--- src/rtl/cursor_blinker.sv ---
// rtl/cursor_blinker.sv - self-timed SIZE x SIZE cursor painter with optional blink phase
//
// Ports:
//   clk, rst         clock; synchronous active-high reset
//   init             start request, sampled only while idle
//   in_x, in_y       cursor top-left corner (latched on init)
//   color_on/off     ON / OFF paint colours (latched on init)
//   blink_en         1 = ON then OFF phase, 0 = ON phase only (latched on init)
//   paint_ack        frame-buffer writer accepted the current pixel
//   out_x, out_y     pixel coordinate being written
//   px_data          pixel colour being written
//   paint            write request, held with stable data until paint_ack
//   busy             high whenever not idle
//   cursor_done      high for DONE_HOLD cycles at the end of a sequence
module cursor_blinker #(
  parameter int COORD_W    = 6,
  parameter int PX_W       = 8,
  parameter int SIZE       = 2,
  parameter int ON_CYCLES  = 1024,
  parameter int OFF_CYCLES = 1024,
  parameter int DONE_HOLD  = 25
) (
  input  logic               clk,
  input  logic               rst,
  input  logic               init,
  input  logic [COORD_W-1:0] in_x,
  input  logic [COORD_W-1:0] in_y,
  input  logic [PX_W-1:0]    color_on,
  input  logic [PX_W-1:0]    color_off,
  input  logic               blink_en,
  input  logic               paint_ack,
  output logic [COORD_W-1:0] out_x,
  output logic [COORD_W-1:0] out_y,
  output logic [PX_W-1:0]    px_data,
  output logic               paint,
  output logic               busy,
  output logic               cursor_done
);

  localparam int IDX_W   = $clog2(SIZE) + 1;
  localparam int TMR_MAX = (ON_CYCLES > OFF_CYCLES) ? ON_CYCLES : OFF_CYCLES;
  localparam int TMR_W   = $clog2(TMR_MAX + 1);
  localparam int HOLD_W  = $clog2(DONE_HOLD + 1);

  localparam logic [IDX_W-1:0]  IDX_LAST  = IDX_W'(SIZE - 1);
  localparam logic [TMR_W-1:0]  ON_LOAD   = TMR_W'(ON_CYCLES - 1);
  localparam logic [TMR_W-1:0]  OFF_LOAD  = TMR_W'(OFF_CYCLES - 1);
  localparam logic [HOLD_W-1:0] HOLD_LOAD = HOLD_W'(DONE_HOLD - 1);

  typedef enum logic [2:0] {
    S_IDLE      = 3'd0,
    S_PAINT_ON  = 3'd1,
    S_WAIT_ON   = 3'd2,
    S_PAINT_OFF = 3'd3,
    S_WAIT_OFF  = 3'd4,
    S_DONE      = 3'd5
  } state_t;

  state_t              state_q, state_d;
  logic [IDX_W-1:0]    dx_q, dx_d;
  logic [IDX_W-1:0]    dy_q, dy_d;
  logic [TMR_W-1:0]    timer_q, timer_d;
  logic [HOLD_W-1:0]   hold_q, hold_d;
  logic [COORD_W-1:0]  bx_q, bx_d;
  logic [COORD_W-1:0]  by_q, by_d;
  logic [PX_W-1:0]     con_q, con_d;
  logic [PX_W-1:0]     coff_q, coff_d;
  logic                blink_q, blink_d;

  logic [COORD_W-1:0]  out_x_q, out_x_d;
  logic [COORD_W-1:0]  out_y_q, out_y_d;
  logic [PX_W-1:0]     px_q, px_d;
  logic                paint_q, paint_d;
  logic                busy_q, busy_d;
  logic                done_q, done_d;

  logic                painting_q;
  logic                advance;
  logic                last_px;
  logic [COORD_W:0]    sum_x;
  logic [COORD_W:0]    sum_y;
  logic                painting_d;

  // State register: every register, including the output registers.
  always_ff @(posedge clk) begin
    if (rst) begin
      state_q <= S_IDLE;
      dx_q    <= '0;
      dy_q    <= '0;
      timer_q <= '0;
      hold_q  <= '0;
      bx_q    <= '0;
      by_q    <= '0;
      con_q   <= '0;
      coff_q  <= '0;
      blink_q <= 1'b0;
      out_x_q <= '0;
      out_y_q <= '0;
      px_q    <= '0;
      paint_q <= 1'b0;
      busy_q  <= 1'b0;
      done_q  <= 1'b0;
    end else begin
      state_q <= state_d;
      dx_q    <= dx_d;
      dy_q    <= dy_d;
      timer_q <= timer_d;
      hold_q  <= hold_d;
      bx_q    <= bx_d;
      by_q    <= by_d;
      con_q   <= con_d;
      coff_q  <= coff_d;
      blink_q <= blink_d;
      out_x_q <= out_x_d;
      out_y_q <= out_y_d;
      px_q    <= px_d;
      paint_q <= paint_d;
      busy_q  <= busy_d;
      done_q  <= done_d;
    end
  end

  // A pixel index moves on when the outstanding write is acked, or at once
  // when the current pixel was clipped (paint_q low in a paint state).
  assign painting_q = (state_q == S_PAINT_ON) || (state_q == S_PAINT_OFF);
  assign advance    = painting_q && (!paint_q || paint_ack);
  assign last_px    = (dx_q == IDX_LAST) && (dy_q == IDX_LAST);

  // Next-state logic.
  always_comb begin
    state_d = state_q;
    dx_d    = dx_q;
    dy_d    = dy_q;
    timer_d = timer_q;
    hold_d  = hold_q;
    bx_d    = bx_q;
    by_d    = by_q;
    con_d   = con_q;
    coff_d  = coff_q;
    blink_d = blink_q;

    case (state_q)
      S_IDLE: begin
        if (init) begin
          bx_d    = in_x;
          by_d    = in_y;
          con_d   = color_on;
          coff_d  = color_off;
          blink_d = blink_en;
          dx_d    = '0;
          dy_d    = '0;
          state_d = S_PAINT_ON;
        end
      end

      S_PAINT_ON, S_PAINT_OFF: begin
        if (advance) begin
          if (last_px) begin
            dx_d = '0;
            dy_d = '0;
            if (state_q == S_PAINT_ON) begin
              state_d = S_WAIT_ON;
              timer_d = ON_LOAD;
            end else begin
              state_d = S_WAIT_OFF;
              timer_d = OFF_LOAD;
            end
          end else if (dx_q == IDX_LAST) begin
            dx_d = '0;
            dy_d = dy_q + IDX_W'(1);
          end else begin
            dx_d = dx_q + IDX_W'(1);
          end
        end
      end

      S_WAIT_ON: begin
        if (timer_q == '0) begin
          if (blink_q) begin
            state_d = S_PAINT_OFF;
            dx_d    = '0;
            dy_d    = '0;
          end else begin
            state_d = S_DONE;
            hold_d  = HOLD_LOAD;
          end
        end else begin
          timer_d = timer_q - TMR_W'(1);
        end
      end

      S_WAIT_OFF: begin
        if (timer_q == '0) begin
          state_d = S_DONE;
          hold_d  = HOLD_LOAD;
        end else begin
          timer_d = timer_q - TMR_W'(1);
        end
      end

      S_DONE: begin
        if (hold_q == '0) begin
          state_d = S_IDLE;
        end else begin
          hold_d = hold_q - HOLD_W'(1);
        end
      end

      default: begin
        state_d = S_IDLE;
      end
    endcase
  end

  // Output logic: outputs are registered, so they are derived from the
  // next state and next pixel index. Sums are one bit wider so a pixel past
  // the screen edge is detected and skipped instead of wrapping to 0.
  assign painting_d = (state_d == S_PAINT_ON) || (state_d == S_PAINT_OFF);
  assign sum_x      = {1'b0, bx_d} + (COORD_W + 1)'(dx_d);
  assign sum_y      = {1'b0, by_d} + (COORD_W + 1)'(dy_d);

  always_comb begin
    out_x_d = out_x_q;
    out_y_d = out_y_q;
    px_d    = px_q;
    paint_d = 1'b0;
    busy_d  = (state_d != S_IDLE);
    done_d  = (state_d == S_DONE);
    if (painting_d) begin
      out_x_d = sum_x[COORD_W-1:0];
      out_y_d = sum_y[COORD_W-1:0];
      px_d    = (state_d == S_PAINT_ON) ? con_d : coff_d;
      paint_d = !sum_x[COORD_W] && !sum_y[COORD_W];
    end
  end

  assign out_x       = out_x_q;
  assign out_y       = out_y_q;
  assign px_data     = px_q;
  assign paint       = paint_q;
  assign busy        = busy_q;
  assign cursor_done = done_q;

endmodule
--- config.mk ---
export PLATFORM = sky130hd
export DESIGN_NAME = cursor_blinker
export DESIGN_NICKNAME = d
export VERILOG_FILES = /design/src/rtl/cursor_blinker.sv
export SDC_FILE = /design/constraint.sdc
export NUM_CORES = 1
export LEC_CHECK = 0
export CORE_MARGIN = 10
export CORE_UTILIZATION = 32
export CTS_BUF_LIST = sky130_fd_sc_hd__clkbuf_4
export CTS_CLUSTER_DIAMETER = 40
export DETAILED_ROUTE_END_ITERATION = 10
export GPL_TIMING_DRIVEN = 0
export HOLD_SLACK_MARGIN = 0.03
export SETUP_SLACK_MARGIN = 0.05
export SYNTH_ARGS = -nofsm -noshare
export SYNTH_HDL_FRONTEND = slang
export SYNTH_SLANG_ARGS = --single-unit
--- constraint.sdc ---
create_clock -name clk -period 6.2 [get_ports clk]
set_input_delay 1.24 -clock clk [delete_from_list [all_inputs] [get_ports clk]]
set_output_delay 1.24 -clock clk [all_outputs]
set_load 0.02 [all_outputs]
==> out/metrics.yaml <==
job:
  maxCapViolations: 0
sta:
  fin_setup_tns_ns: 0
  rsz0062_at_grt: "false"
  timing.final.max_slew_violations: 0
  setup_ws_ns: 2.39
  min_period_ns: 3.81
  final-hold-violation-count: 0
  setup_viol: 0
  tightestPinTransition_ns: 0.688
  skew_ns: 0.0193
  fin_crit_sh: 0.614
  fmax_mhz: 263
  slew_headroom: 0.541
finish:
  nNetsFinal: 528
  multi_input_area_um2: 2090
  post_route_cells_drive_above_1_share: 0.104
  syn2layout_area_growth_pct: 23.5
  nFillCells: 1160
  ff_latch_area_um2: 1500
  diodes: 0
critical_path:
  arrival_ns: 4.12
  cp_max_fo: 10
  worstSetupPathType: "input pin to flip-flop"
  cp_data_required_time_ns: 6.51
  cp-start-kind: "input pin"
  critPathCaptureType: "flip-flop"
logic_synthesis:
  synthTopCellsByArea: "dfxtp_1 (40%), mux2i_1 (9.8%), a21oi_1 (5.4%)"
  synthesis.area_um2: 3770
  synth-seq-area-share: 0.398
  synth_common_cells: "dfxtp_1 (75), nor2_1 (51), nand2_1 (47)"
  synth_top_cell_area_share: 0.398
  synthDistinctLibCells: 61
  ys_ff_latch: 75
  yosysWarnings: 0
  synthArstFlopShare: 0
  post-synth-top-count-cell: "dfxtp_1"
  synth_area_leader_cell: "dfxtp_1"
  synth_edf_count: 0
  syn_area_per_cell_um2: 8.95
  syn_inst: 421
  synth_flop_cell: "dfxtp_1"
  syn-num-nets: 463
floorplanning:
  ios: 56
  rows: 39
  initial_core_util: 0.329
  die_w_um: 129
  fp.dieH_um: 129
  dieArea_um2: 16500
  core-area_um2: 11500
global_routing:
  grt_pass1_vias: 3221
  antenna_found_initial: 0
  grt_usage: 0.127
  grt-ovfl-total: 0
  grt_pass1_wl_mm: 16.9
  grt_max_degree: 15
clock_tree:
  hold_buffers: 0
  clock_latency_ns: 0.43
  numCtsBuffers: 9
  clock_sinks: 75
  cts_resized: 0
  post_cts_buffers: 0
  cts_max_path_buffers: 2
  cts-root-buf: "clkbuf_4"
  htreeDepth: 3
  cts_tree: "built"
  clkTransAtPathRegs_ns: 0.14
min_path:
  min_path_type: "flip-flop to flip-flop"
power_and_ir_drop:
  leakage_uw: 0.00180
  p_int_uw: 747
  switching_share: 0.281
  p_switching_uw: 292
  combinationalPowerShare: 0.159
  p_seq_frac: 0.497
  p_clk_frac: 0.344
  power.density_nw_per_um2: 223
  vdd_drop_max_mv: 0.142
drt:
  vias: 3221
  viasPerCell: 5.08
  drc_errors: 0
  wl_per_cell_um: 16.4
  routed_wl_mm: 10.4
  firstDrtPassIters: 5
  drt_iter0_drc: 191
  drt.antenna.violating_nets: 0
placed_design:
  dp_hpwl_mm: 7.75
  io_buffers: 54
  dp_slack_ns: 1.93
  gp_congestion: 0.810
status:
  outcome: "complete, no violations"
-- cells in the final DEF (no fill, tap or decap), drive strengths merged, types with 3 or more instances in the layout --
cell,instances
and2,9
nor4,4
nand2,48
nor2,52
ha,8
nand2b,5
mux2,6
nor3,15
a21oi,41
dfxtp,75
o21ai,11
nor4b,3
and4bb,3
xor2,3
nand4,6
mux2i,37
clkdlybuf4s50,54
nor2b,3
a221oi,4
buf,12
clkbuf,18
xnor2,12
inv,15
nand3,8
-- sequential cells by signal, summed over array words and instances (netlist names) --
register,flops
timer_q,11
coff_q,8
con_q,8
px_data,8
bx_q,6
by_q,6
out_x,6
out_y,6
hold_q,5
state_q,3
dx_q,2
dy_q,2
blink_q,1
busy,1
cursor_done,1
paint,1
-- power groups by stage --
stage          Clock, µW  Sequential [µW]  Combinational, µW
2_1_floorplan          0              536               85.9
3_3_place_gp           0              527                165
3_5_place_dp           0              527                166
4_1_cts              368              517                167
5_1_grt              389              520                180
6_report             357              517                165
-- through the flow --
| stage | instances | util | power (µW) | hold WS [ns] | cell area [µm²] |
|---|---|---|---|---|---|
| after global routing | 634 | 0.406 | 1090 | 0.488 | 4650 |
| after global placement | 618 | 0.391 | 692 | 0.444 | 4490 |
| final | 634 | 0.406 | 1040 | 0.467 | 4650 |
| after floorplan | 421 | - | 622 | 0.455 | 3770 |
| after detailed placement | 618 | 0.391 | 693 | 0.446 | 4490 |
| after CTS | 634 | 0.406 | 1050 | 0.472 | 4650 |
-- area by class of cell --
type / count / area share
well taps: 143 / 0.0384
repair buffers: 54 / 0.116
plain buffers: 21 / 0.0274
inverters: 13 / 0.0105
clock inverters: 7 / 0.0212
flip-flops and latches: 75 / 0.323
clock buffers: 9 / 0.0145
multi-input cells: 312 / 0.449
-- path summary, 6_finish.rpt --
kind / to / slack (ns) / startpoint / cells after the start
min: px_data[0]$_SDFFE_PP0P_ / 0.47 / px_data[0]$_SDFFE_PP0P_ / 2
max reg2reg: paint$_SDFF_PP0_ / 2.94 / timer_q[0]$_SDFFE_PP0P_ / 12
max: paint$_SDFF_PP0_ / 2.39 / init / 10
min reg2reg: px_data[0]$_SDFFE_PP0P_ / 0.47 / px_data[0]$_SDFFE_PP0P_ / 2
-- logic make-up after synthesis --
kind of cell	count (synthesis)	synth area share
adders and majority gates	9	0.0319
buffers and inverters	34	0.0468
and+or+nand+nor	171	0.247
muxes	43	0.116
xor gates and xnor gates	15	0.0369
DFF	75	0.398
AOI/OAI and AO/OA	74	0.123
-- per-layer routing --
metal,up-vias,track usage,wire [µm]
met1,1533,0.153,4560
met5,-,0,0
met4,0,0.0354,121
met3,12,0.0509,871
met2,80,0.204,4870
li1,1596,-,-
-- critical path: stages --
cell and delay, ns:
clkdlybuf4s50_1 0.55, nor4b_4 0.37, buf_6 0.22, buf_6 0.17, mux2_2 0.36, ha_1 0.21, fa_1 0.41, o21ai_1 0.14
nor3_1 0.10, a2111oi_1 0.35
(Power assumes the default switching activity.)
